===== src/rtl/stream_error_monitor_pkg.sv =====
// Shared types and helpers for the stream error monitor: FSM state encoding,
// pipeline depth and a saturating adder used by the statistics accumulators.
package stream_error_monitor_pkg;

  typedef enum logic [1:0] {
    IDLE  = 2'd0,
    RUN   = 2'd1,
    DRAIN = 2'd2,
    DONE  = 2'd3
  } state_t;

  // Edges between sample acceptance and the statistics update.
  localparam int LATENCY = 3;

  // Adds two zero-extended operands and clamps the result to a bits-wide all-ones value.
  function automatic logic [63:0] sat_add(input logic [63:0] a,
                                          input logic [63:0] b,
                                          input int unsigned bits);
    logic [64:0] sum;
    logic [64:0] limit;
    sum   = {1'b0, a} + {1'b0, b};
    limit = (65'd1 << bits) - 65'd1;
    if (sum > limit) begin
      return limit[63:0];
    end
    return sum[63:0];
  endfunction

endpackage


===== src/rtl/stream_error_monitor_abs_diff.sv =====
// One channel of the comparison pipeline: S1 registers the widened difference,
// S2 registers its exact unsigned magnitude.
module abs_diff #(
  parameter int DATA_BITS = 16
) (
  input  logic                 clk,
  input  logic                 rst,
  input  logic [DATA_BITS-1:0] ref_y,
  input  logic [DATA_BITS-1:0] dut_y,
  output logic [DATA_BITS-1:0] abs_err
);

  logic [DATA_BITS:0]   diff_next;
  logic [DATA_BITS:0]   diff_reg;
  logic [DATA_BITS-1:0] abs_next;
  logic [DATA_BITS-1:0] abs_reg;

  // One extra bit holds any difference of two DATA_BITS samples without wrapping.
  assign diff_next = {ref_y[DATA_BITS-1], ref_y} - {dut_y[DATA_BITS-1], dut_y};

  // The magnitude never exceeds 2^DATA_BITS-1, so negating the low bits is exact.
  always_comb begin
    abs_next = diff_reg[DATA_BITS-1:0];
    if (diff_reg[DATA_BITS]) begin
      abs_next = ~diff_reg[DATA_BITS-1:0] + 1'b1;
    end
  end

  always_ff @(posedge clk) begin
    if (rst) begin
      diff_reg <= '0;
      abs_reg  <= '0;
    end else begin
      diff_reg <= diff_next;
      abs_reg  <= abs_next;
    end
  end

  assign abs_err = abs_reg;

endmodule


===== src/rtl/stream_error_monitor.sv =====
// Compares a multi-lane DUT stream with a reference stream and accumulates error
// statistics inside a start/stop window; stats land LATENCY edges after acceptance.
module stream_error_monitor
  import stream_error_monitor_pkg::*;
#(
  parameter int          DATA_BITS  = 16,
  parameter int          CHANNELS   = 4,
  parameter int unsigned TOL        = 0,
  parameter int          COUNT_BITS = 32,
  parameter int          SUM_BITS   = 48,
  localparam int         CH_BITS    = (CHANNELS > 1) ? $clog2(CHANNELS) : 1
) (
  input  logic                          clk,
  input  logic                          rst,
  input  logic                          start,
  input  logic                          stop,
  input  logic                          in_valid,
  input  logic [CHANNELS*DATA_BITS-1:0] ref_y,
  input  logic [CHANNELS*DATA_BITS-1:0] dut_y,
  output logic                          busy,
  output logic                          done,
  output logic [COUNT_BITS-1:0]         sample_count,
  output logic [COUNT_BITS-1:0]         mismatch_count,
  output logic [DATA_BITS-1:0]          max_abs_err,
  output logic [CH_BITS-1:0]            max_err_channel,
  output logic [COUNT_BITS-1:0]         max_err_index,
  output logic [SUM_BITS-1:0]           sum_abs_err
);

  localparam int RED_BITS   = DATA_BITS + $clog2(CHANNELS) + 1;
  localparam int POP_BITS   = $clog2(CHANNELS + 1);
  localparam int DRAIN_BITS = $clog2(LATENCY);
  localparam logic [DATA_BITS-1:0] TOL_D = DATA_BITS'(TOL);

  state_t                state_reg, state_next;
  logic [DRAIN_BITS-1:0] drain_reg, drain_next;

  logic accept;
  logic v_s1_reg, v_s2_reg, v_s3_reg;

  logic [DATA_BITS-1:0] abs_err [CHANNELS];

  logic [RED_BITS-1:0]  red_sum_next, red_sum_reg;
  logic [POP_BITS-1:0]  red_pop_next, red_pop_reg;
  logic [DATA_BITS-1:0] red_max_next, red_max_reg;
  logic [CH_BITS-1:0]   red_ch_next, red_ch_reg;

  logic [COUNT_BITS-1:0] sample_count_reg;
  logic [COUNT_BITS-1:0] mismatch_count_reg;
  logic [DATA_BITS-1:0]  max_abs_err_reg;
  logic [CH_BITS-1:0]    max_err_channel_reg;
  logic [COUNT_BITS-1:0] max_err_index_reg;
  logic [SUM_BITS-1:0]   sum_abs_err_reg;

  // A start cycle never accepts: it opens (or reopens) the window for later cycles.
  assign accept = in_valid && (state_reg == RUN) && !start;

  genvar gi;
  generate
    for (gi = 0; gi < CHANNELS; gi++) begin : g_lane
      abs_diff #(
        .DATA_BITS(DATA_BITS)
      ) u_abs_diff (
        .clk    (clk),
        .rst    (rst),
        .ref_y  (ref_y[gi*DATA_BITS +: DATA_BITS]),
        .dut_y  (dut_y[gi*DATA_BITS +: DATA_BITS]),
        .abs_err(abs_err[gi])
      );
    end
  endgenerate

  always_ff @(posedge clk) begin
    if (rst || start) begin
      v_s1_reg <= 1'b0;
      v_s2_reg <= 1'b0;
      v_s3_reg <= 1'b0;
    end else begin
      v_s1_reg <= accept;
      v_s2_reg <= v_s1_reg;
      v_s3_reg <= v_s2_reg;
    end
  end

  // Per-sample reduction; strict compare keeps the lowest channel on ties.
  always_comb begin
    red_sum_next = '0;
    red_pop_next = '0;
    red_max_next = abs_err[0];
    red_ch_next  = '0;
    for (int c = 0; c < CHANNELS; c++) begin
      red_sum_next = red_sum_next + RED_BITS'(abs_err[c]);
      if (abs_err[c] > TOL_D) begin
        red_pop_next = red_pop_next + POP_BITS'(1);
      end
      if (abs_err[c] > red_max_next) begin
        red_max_next = abs_err[c];
        red_ch_next  = CH_BITS'(c);
      end
    end
  end

  always_ff @(posedge clk) begin
    if (rst) begin
      red_sum_reg <= '0;
      red_pop_reg <= '0;
      red_max_reg <= '0;
      red_ch_reg  <= '0;
    end else if (v_s2_reg) begin
      red_sum_reg <= red_sum_next;
      red_pop_reg <= red_pop_next;
      red_max_reg <= red_max_next;
      red_ch_reg  <= red_ch_next;
    end
  end

  always_comb begin
    state_next = state_reg;
    drain_next = drain_reg;
    if (start) begin
      state_next = RUN;
    end else begin
      case (state_reg)
        RUN: begin
          if (stop) begin
            state_next = DRAIN;
            drain_next = DRAIN_BITS'(LATENCY - 1);
          end
        end
        DRAIN: begin
          if (drain_reg == '0) begin
            state_next = DONE;
          end else begin
            drain_next = drain_reg - 1'b1;
          end
        end
        default: begin
          state_next = state_reg;
        end
      endcase
    end
  end

  always_ff @(posedge clk) begin
    if (rst) begin
      state_reg <= IDLE;
      drain_reg <= '0;
    end else begin
      state_reg <= state_next;
      drain_reg <= drain_next;
    end
  end

  // The max index is the count of samples already folded in, i.e. 0-based.
  always_ff @(posedge clk) begin
    if (rst || start) begin
      sample_count_reg    <= '0;
      mismatch_count_reg  <= '0;
      max_abs_err_reg     <= '0;
      max_err_channel_reg <= '0;
      max_err_index_reg   <= '0;
      sum_abs_err_reg     <= '0;
    end else if (v_s3_reg) begin
      sample_count_reg   <= COUNT_BITS'(sat_add(64'(sample_count_reg), 64'd1, COUNT_BITS));
      mismatch_count_reg <= COUNT_BITS'(sat_add(64'(mismatch_count_reg), 64'(red_pop_reg),
                                                COUNT_BITS));
      sum_abs_err_reg    <= SUM_BITS'(sat_add(64'(sum_abs_err_reg), 64'(red_sum_reg),
                                              SUM_BITS));
      if (red_max_reg > max_abs_err_reg) begin
        max_abs_err_reg     <= red_max_reg;
        max_err_channel_reg <= red_ch_reg;
        max_err_index_reg   <= sample_count_reg;
      end
    end
  end

  assign busy            = (state_reg == RUN) || (state_reg == DRAIN);
  assign done            = (state_reg == DONE);
  assign sample_count    = sample_count_reg;
  assign mismatch_count  = mismatch_count_reg;
  assign max_abs_err     = max_abs_err_reg;
  assign max_err_channel = max_err_channel_reg;
  assign max_err_index   = max_err_index_reg;
  assign sum_abs_err     = sum_abs_err_reg;

endmodule


===== config.mk =====
export PLATFORM = sky130hd
export DESIGN_NAME = stream_error_monitor
export DESIGN_NICKNAME = d
export VERILOG_FILES = /design/src/rtl/stream_error_monitor_pkg.sv /design/src/rtl/stream_error_monitor_abs_diff.sv /design/src/rtl/stream_error_monitor.sv
export SDC_FILE = /design/constraint.sdc
export NUM_CORES = 1
export LEC_CHECK = 0
export CORE_ASPECT_RATIO = 1.75
export CORE_UTILIZATION = 60
export CTS_CLUSTER_SIZE = 40
export DETAILED_ROUTE_END_ITERATION = 10
export PLACE_DENSITY_LB_ADDON = 0.3
export SETUP_SLACK_MARGIN = 0.15
export SLEW_MARGIN = 20
export SYNTH_ARGS = -nofsm -noshare
export SYNTH_HDL_FRONTEND = slang
export SYNTH_SLANG_ARGS = --single-unit

===== constraint.sdc =====
create_clock -name clk -period 13.9 [get_ports clk]
set_input_delay 1.39 -clock clk [delete_from_list [all_inputs] [get_ports clk]]
set_output_delay 1.39 -clock clk [all_outputs]
set_load 0.01 [all_outputs]

==> results of run 1 <==
-- path summary, 6_finish.rpt --
kind         depth (start not counted)                            start        endpoint
max                                 26  g_lane[0].u_abs_diff.abs_err[2]  red_max_reg[0]
min reg2reg                          1                         v_s1_reg        v_s2_reg
min                                  1                         v_s1_reg        v_s2_reg
max reg2reg                         26  g_lane[0].u_abs_diff.abs_err[2]  red_max_reg[0]
-- area by class of cell --
cell class | instances | area [um2]
clock buffer | 40 | 860
clock inverter | 17 | 201
fill | 2596 | 8860
inverter | 164 | 616
multi-input combinational | 1792 | 12700
sequential | 340 | 6810
tap | 455 | 569
timing repair buffer | 308 | 3050
-- cells in the mapped netlist (33+ instances only) --
cell type	number
and3_1	34
ha_1	179
xor2_1	61
xnor2_1	64
nor3_1	68
o21a_1	33
clkbuf_1	70
nor2_1	303
fa_1	38
inv_1	163
dfxtp_1	340
a21oi_1	145
mux2i_1	86
nand2_1	131
o21ai_0	111
a211oi_1	40
nand3_1	65
-- worst max-delay path: stages (launching register included) --
cell and delay (ns):
dfxtp_1 0.40, inv_1 0.06, ha_1 0.29, nand3_1 0.11, or2_2 0.31, o21ai_0 0.15, o221ai_1 0.15, a21oi_2 0.58
buf_4 0.33, mux2i_1 0.57, ha_1 0.38, nand4_1 0.11, a211oi_1 0.06, o21ai_0 0.09, nand3_1 0.10, o211ai_1 0.26
buf_4 0.31, mux2_2 0.40, ha_1 0.30, a21oi_1 0.13, nor2_1 0.06, a2111oi_0 0.44, o21ai_0 0.17, o21ai_0 0.19
and2_1 0.58, inv_1 0.09, o221a_2 0.26
-- stage by stage --
step / util / instances / power, mW / area [um2]
finish: 0.737 / 3116 / 2.80 / 24800
global route: 0.737 / 3116 / 2.95 / 24800
CTS: 0.737 / 3116 / 2.81 / 24800
detailed placement: 0.705 / 3059 / 1.92 / 23700
global placement: 0.705 / 3059 / 1.90 / 23700
floorplan: - / 2384 / 1.67 / 20400
-- logic make-up after synthesis --
family / synth area share
multiplexers: 0.0548
AO/OA/AOI/OAI: 0.183
AND/OR/NAND/NOR: 0.181
adder cells (fa/ha/maj): 0.147
XOR/XNOR: 0.0536
flip-flops: 0.333
buffers and inverters: 0.0479
-- power groups by stage --
stage	Sequential, mW	Combinational [mW]	Clock, mW
2_1_floorplan	1.09	0.578	0
3_3_place_gp	1.13	0.767	0
3_5_place_dp	1.13	0.784	0
4_1_cts	1.11	0.790	0.905
5_1_grt	1.12	0.881	0.946
6_report	1.11	0.792	0.894
-- per-layer routing --
metal	up-vias	track usage	share of wire
met3	165	0.0428	0.045
li1	9027	-	-
met4	0	0.196	0.059
met2	580	0.631	0.54
met1	8842	0.322	0.36
met5	-	0	0
==> out/qor.yml, run 1 <==
yosys:
  syn_inst: 2384
  synthTopCellsByArea: "dfxtp_1 33%, ha_1 11%, nor2_1 5.6%"
  yosysTopAreaCell: "dfxtp_1"
  postSynthAreaPerCell_um2: 8.57
  synth_top_area_frac: 0.333
  synth_area_mm2: 0.0204
  ys_seq_area_frac: 0.333
  ys_types: 71
  synth_warnings: 0
  synth-main-ff-cell: "dfxtp_1"
  ys_seq_elements: 340
  async_flop_share: 0
  syn-num-nets: 2734
  synth_edf_count: 0
route:
  wl_mm: 56.9
  ant_nets: 0
  vias: 18600
  drc_errors: 0
  first_pass_iters: 5
  first_iter_violations: 896
  wire_per_inst_um: 18.3
  viasPerCell: 5.97
sta:
  final.min_clock_period_ns: 7.00
  worst_slack_ns: 6.90
  worstMarginPinSlew_ns: 0.969
  fmax_mhz: 143
  relSlewSlack: 0.354
  hold_viol: 0
  timing.hold.ws_ns: 0.433
  setup_viol: 0
  drv_slew: 0
  min_period_over_period: 0.504
  tns_ns: 0
  finClkSkew_ns: 0.0126
  rsz0062_at_grt: "no"
place:
  hpwl_mm: 44.0
  gp_congestion: 0.963
  pre_cts_slack_ns: 6.99
  portBuffers: 296
global_route:
  grt_max_degree: 93
  first_global_vias: 18400
  grt_pass1_wl_mm: 90.3
  grt_use_total: 0.325
  grt_remaining_overflow: 0
  antenna_found_initial: 0
worst_setup_path:
  critPathMaxFanout: 18
  crit_type: "reg2reg"
  cp.arrival_ns: 7.47
  worstPathRequired_ns: 14.37
  start_kind: "flop"
  worstSetupEndpointType: "flop"
  regToRegSetupSlack_ns: 6.90
power:
  p_comb_frac: 0.283
  power.density_mw_per_mm2: 113
  p_seq_frac: 0.398
  p_switching_uw: 895
  leakage_nw: 10.2
  clkPwrFrac: 0.319
  p_int_mw: 1.90
  ir_drop_mv: 0.0896
  swShare: 0.320
cells_and_area:
  final_common_cell: "dfxtp_1"
  largest_reg_flops: 68
  layout_common_cells: "339 x dfxtp_1, 302 x nor2_1, 295 x clkdlybuf4s50_1"
  num_antenna_cells: 0
  area.growth.synth_to_final_pct: 21.2
  final_nets: 2987
  layout-drive-gt1-share: 0.0489
clock_tree:
  ctsResizeCount: 0
  cts_htree_levels: 1
  cts_buffer_depth: 3
  cts-root-buf: "clkbuf_16"
  tritoncts: "yes"
  numCtsBuffers: 31
  clk_pin_slew_ns: 0.07
  cts_setup_buffers: 0
  numClockSinks: 340
  hold_buffers: 0
  worst_skew_pair.late_latency_ns: 0.58
die:
  die_height_um: 246
  initial_core_util: 0.608
  die_area_mm2: 0.0348
  die_w_um: 142
  io_pins: 297
  num_rows: 89
  core_mm2: 0.0336
status:
  status: "finished clean"
hold_path:
  hold_class: "reg2reg"
flow_run:
  max-cap-violations: 0
Note: power is estimated with default switching activity, not from simulation.
==> run 2: changes to the inputs <==
CORE_UTILIZATION = 50   (was 60)
clock period = 6.1 ns   (was 13.9 ns; I/O delays follow)
==> run 2 against run 1 <==
Compared with the run above: worst hold slack worse by 0.0023 ns; cell area up 2.6%; critical path depth unchanged; power up 150%.
==> out/qor.yml, run 2 (synthesis results as in run 1) <==
cells_and_area:
  num_antenna_cells: 0
  largest_reg_flops: 68
  layout_common_cells: "336 x dfxtp_1, 302 x nor2_1, 295 x clkdlybuf4s50_1"
  fillers: 3454
  final_common_cell: "dfxtp_1"
  final_nets: 3015
  layout-drive-gt1-share: 0.0650
  seqCellArea_mm2: 0.00681
  multi_input_area_mm2: 0.0127
  area.growth.synth_to_final_pct: 24.4
sta:
  finClkSkew_ns: 0.0191
  drv_slew: 0
  final.min_clock_period_ns: 5.61
  timing.hold.ws_ns: 0.430
  worstMarginPinSlew_ns: 1.10
  hold_viol: 0
  min_period_over_period: 0.920
  tns_ns: 0
  relSlewSlack: 0.257
  fmax_mhz: 178
  rsz0062_at_grt: "no"
  setup_viol: 0
flow_run:
  max-cap-violations: 0
global_route:
  antenna_found_initial: 0
  first_global_vias: 18400
  grt_remaining_overflow: 0
  grt_use_total: 0.275
  grt_max_degree: 87
  grt_pass1_wl_mm: 92.0
route:
  wire_per_inst_um: 17.8
  ant_nets: 0
  viasPerCell: 5.67
  vias: 18300
  drc_errors: 0
  wl_mm: 57.6
  first_iter_violations: 825
  first_pass_iters: 5
clock_tree:
  clk_pin_slew_ns: 0.07
  cts_buffer_depth: 3
  hold_buffers: 0
  numCtsBuffers: 35
  cts_htree_levels: 2
  tritoncts: "yes"
  worst_skew_pair.late_latency_ns: 0.54
  cts-root-buf: "clkbuf_16"
  numClockSinks: 340
worst_setup_path:
  max_stage_delay_ns: 0.37
  crit_type: "reg2reg"
  path_delay_family: "compound AO/OA/AOI/OAI gates"
  critPathMaxFanout: 11
  cp_num_buf_inv: 4
  worstPathRequired_ns: 6.49
  cpMaxStageDelayCell: "dfxtp_2"
  worst_r2r_endpoint: "red_ch_reg[1]"
  worstSetupEndpointType: "flop"
  timing.rr.start: "g_lane[0].u_abs_diff.abs_err[1]"
  cp.arrival_ns: 6.00
  rr_worst_depth: 26
  start_kind: "flop"
  regToRegSetupSlack_ns: 0.49
power:
  power.density_mw_per_mm2: 271
  leakage_nw: 10.5
  ir_drop_mv: 0.212
  total_power_mw: 6.89
die:
  core_mm2: 0.0402
  initial_core_util: 0.509
  die_w_um: 155
  num_rows: 97
  die_height_um: 269
  io_pins: 297
  die_area_mm2: 0.0417
hold_path:
  min_from: "v_s1_reg"
  hold_class: "reg2reg"
  min_path_cells: 1
  whs_endpoint: "v_s2_reg"
status:
  status: "finished clean"
place:
  hpwl_mm: 44.9
  gp_congestion: 0.984
  portBuffers: 296
## run 2: worst max-delay path by stage
stage	endpoint	cells past startpoint	from
after floorplan	red_max_reg[10]	28	g_lane[0].u_abs_diff.abs_err[5]
after global placement	red_max_reg[13]	28	g_lane[0].u_abs_diff.abs_err[3]
after detailed placement	red_max_reg[9]	28	g_lane[0].u_abs_diff.abs_err[3]
after CTS	red_max_reg[9]	28	g_lane[0].u_abs_diff.abs_err[3]
after global routing	red_max_reg[6]	29	g_lane[0].u_abs_diff.abs_err[3]
final	red_ch_reg[1]	26	g_lane[0].u_abs_diff.abs_err[1]
## run 2: final cells by class
| cell class | count | area share |
|---|---|---|
| timing repair buffer | 331 | 0.127 |
| inverter | 164 | 0.0242 |
| clock inverter | 18 | 0.0118 |
| multi-input combinational | 1793 | 0.501 |
| tap | 544 | 0.0268 |
| clock buffer | 45 | 0.0408 |
| sequential | 340 | 0.268 |
## run 2: per-stage QoR
| step | setup WS [ns] | instances | instance area [um2] | utilization |
|---|---|---|---|---|
| after floorplan | 0.246 | 2384 | 20400 | - |
| after global placement | 0.120 | 3168 | 24000 | 0.597 |
| after detailed placement | 0.0699 | 3168 | 24000 | 0.597 |
| after CTS | 0.184 | 3231 | 25300 | 0.630 |
| after global routing | 0.121 | 3235 | 25400 | 0.633 |
| final | 0.488 | 3235 | 25400 | 0.633 |
## run 2: layer usage
| layer | track usage | vias to the layer above | routed length (um) | part of all wire |
|---|---|---|---|---|
| li1 | - | 9081 | - | - |
| met1 | 0.271 | 8627 | 20500 | 0.36 |
| met2 | 0.536 | 487 | 31200 | 0.54 |
| met3 | 0.0294 | 143 | 2140 | 0.037 |
| met4 | 0.172 | 0 | 3710 | 0.064 |
| met5 | 0 | - | 0 | 0 |
## run 2: timing repair
item                       CTS  global route
pin swaps                    0             5
gates resized for setup      3            22
gates cloned                 0             1
buffers inserted             0             3
setup endpoints to repair   18            18
## run 2: where the power goes
part | switching, mW | internal, mW
Combinational | 1.00 | 0.919
Sequential | 0.190 | 2.34
Clock | 0.930 | 1.51
Total | 2.12 | 4.77
## run 2: worst reg2reg max path, stage by stage, from the launching register on
cell and delay, ns:
dfxtp_2 0.37, inv_1 0.05, ha_1 0.28, nand3_1 0.07, or2_2 0.30, o21ai_0 0.16
o221ai_1 0.15, a21oi_2 0.29, buf_6 0.25, mux2i_2 0.33, ha_1 0.31, a21oi_1 0.17
o21ai_0 0.09, o21ai_1 0.15, nand3_1 0.09, o211ai_1 0.18, buf_4 0.19, mux2_2 0.35
ha_1 0.30, a21oi_1 0.15, nor2_1 0.07, a2111oi_2 0.33, o21ai_1 0.13, o21ai_1 0.22
and2_1 0.23, buf_6 0.18, a211oi_1 0.09
==> run 3: changes to the inputs <==
GPL_ROUTABILITY_DRIVEN = 1   (was unset)
==> results of run 3 <==
The final DEF is identical to that of run 2; final timing and power are the same.
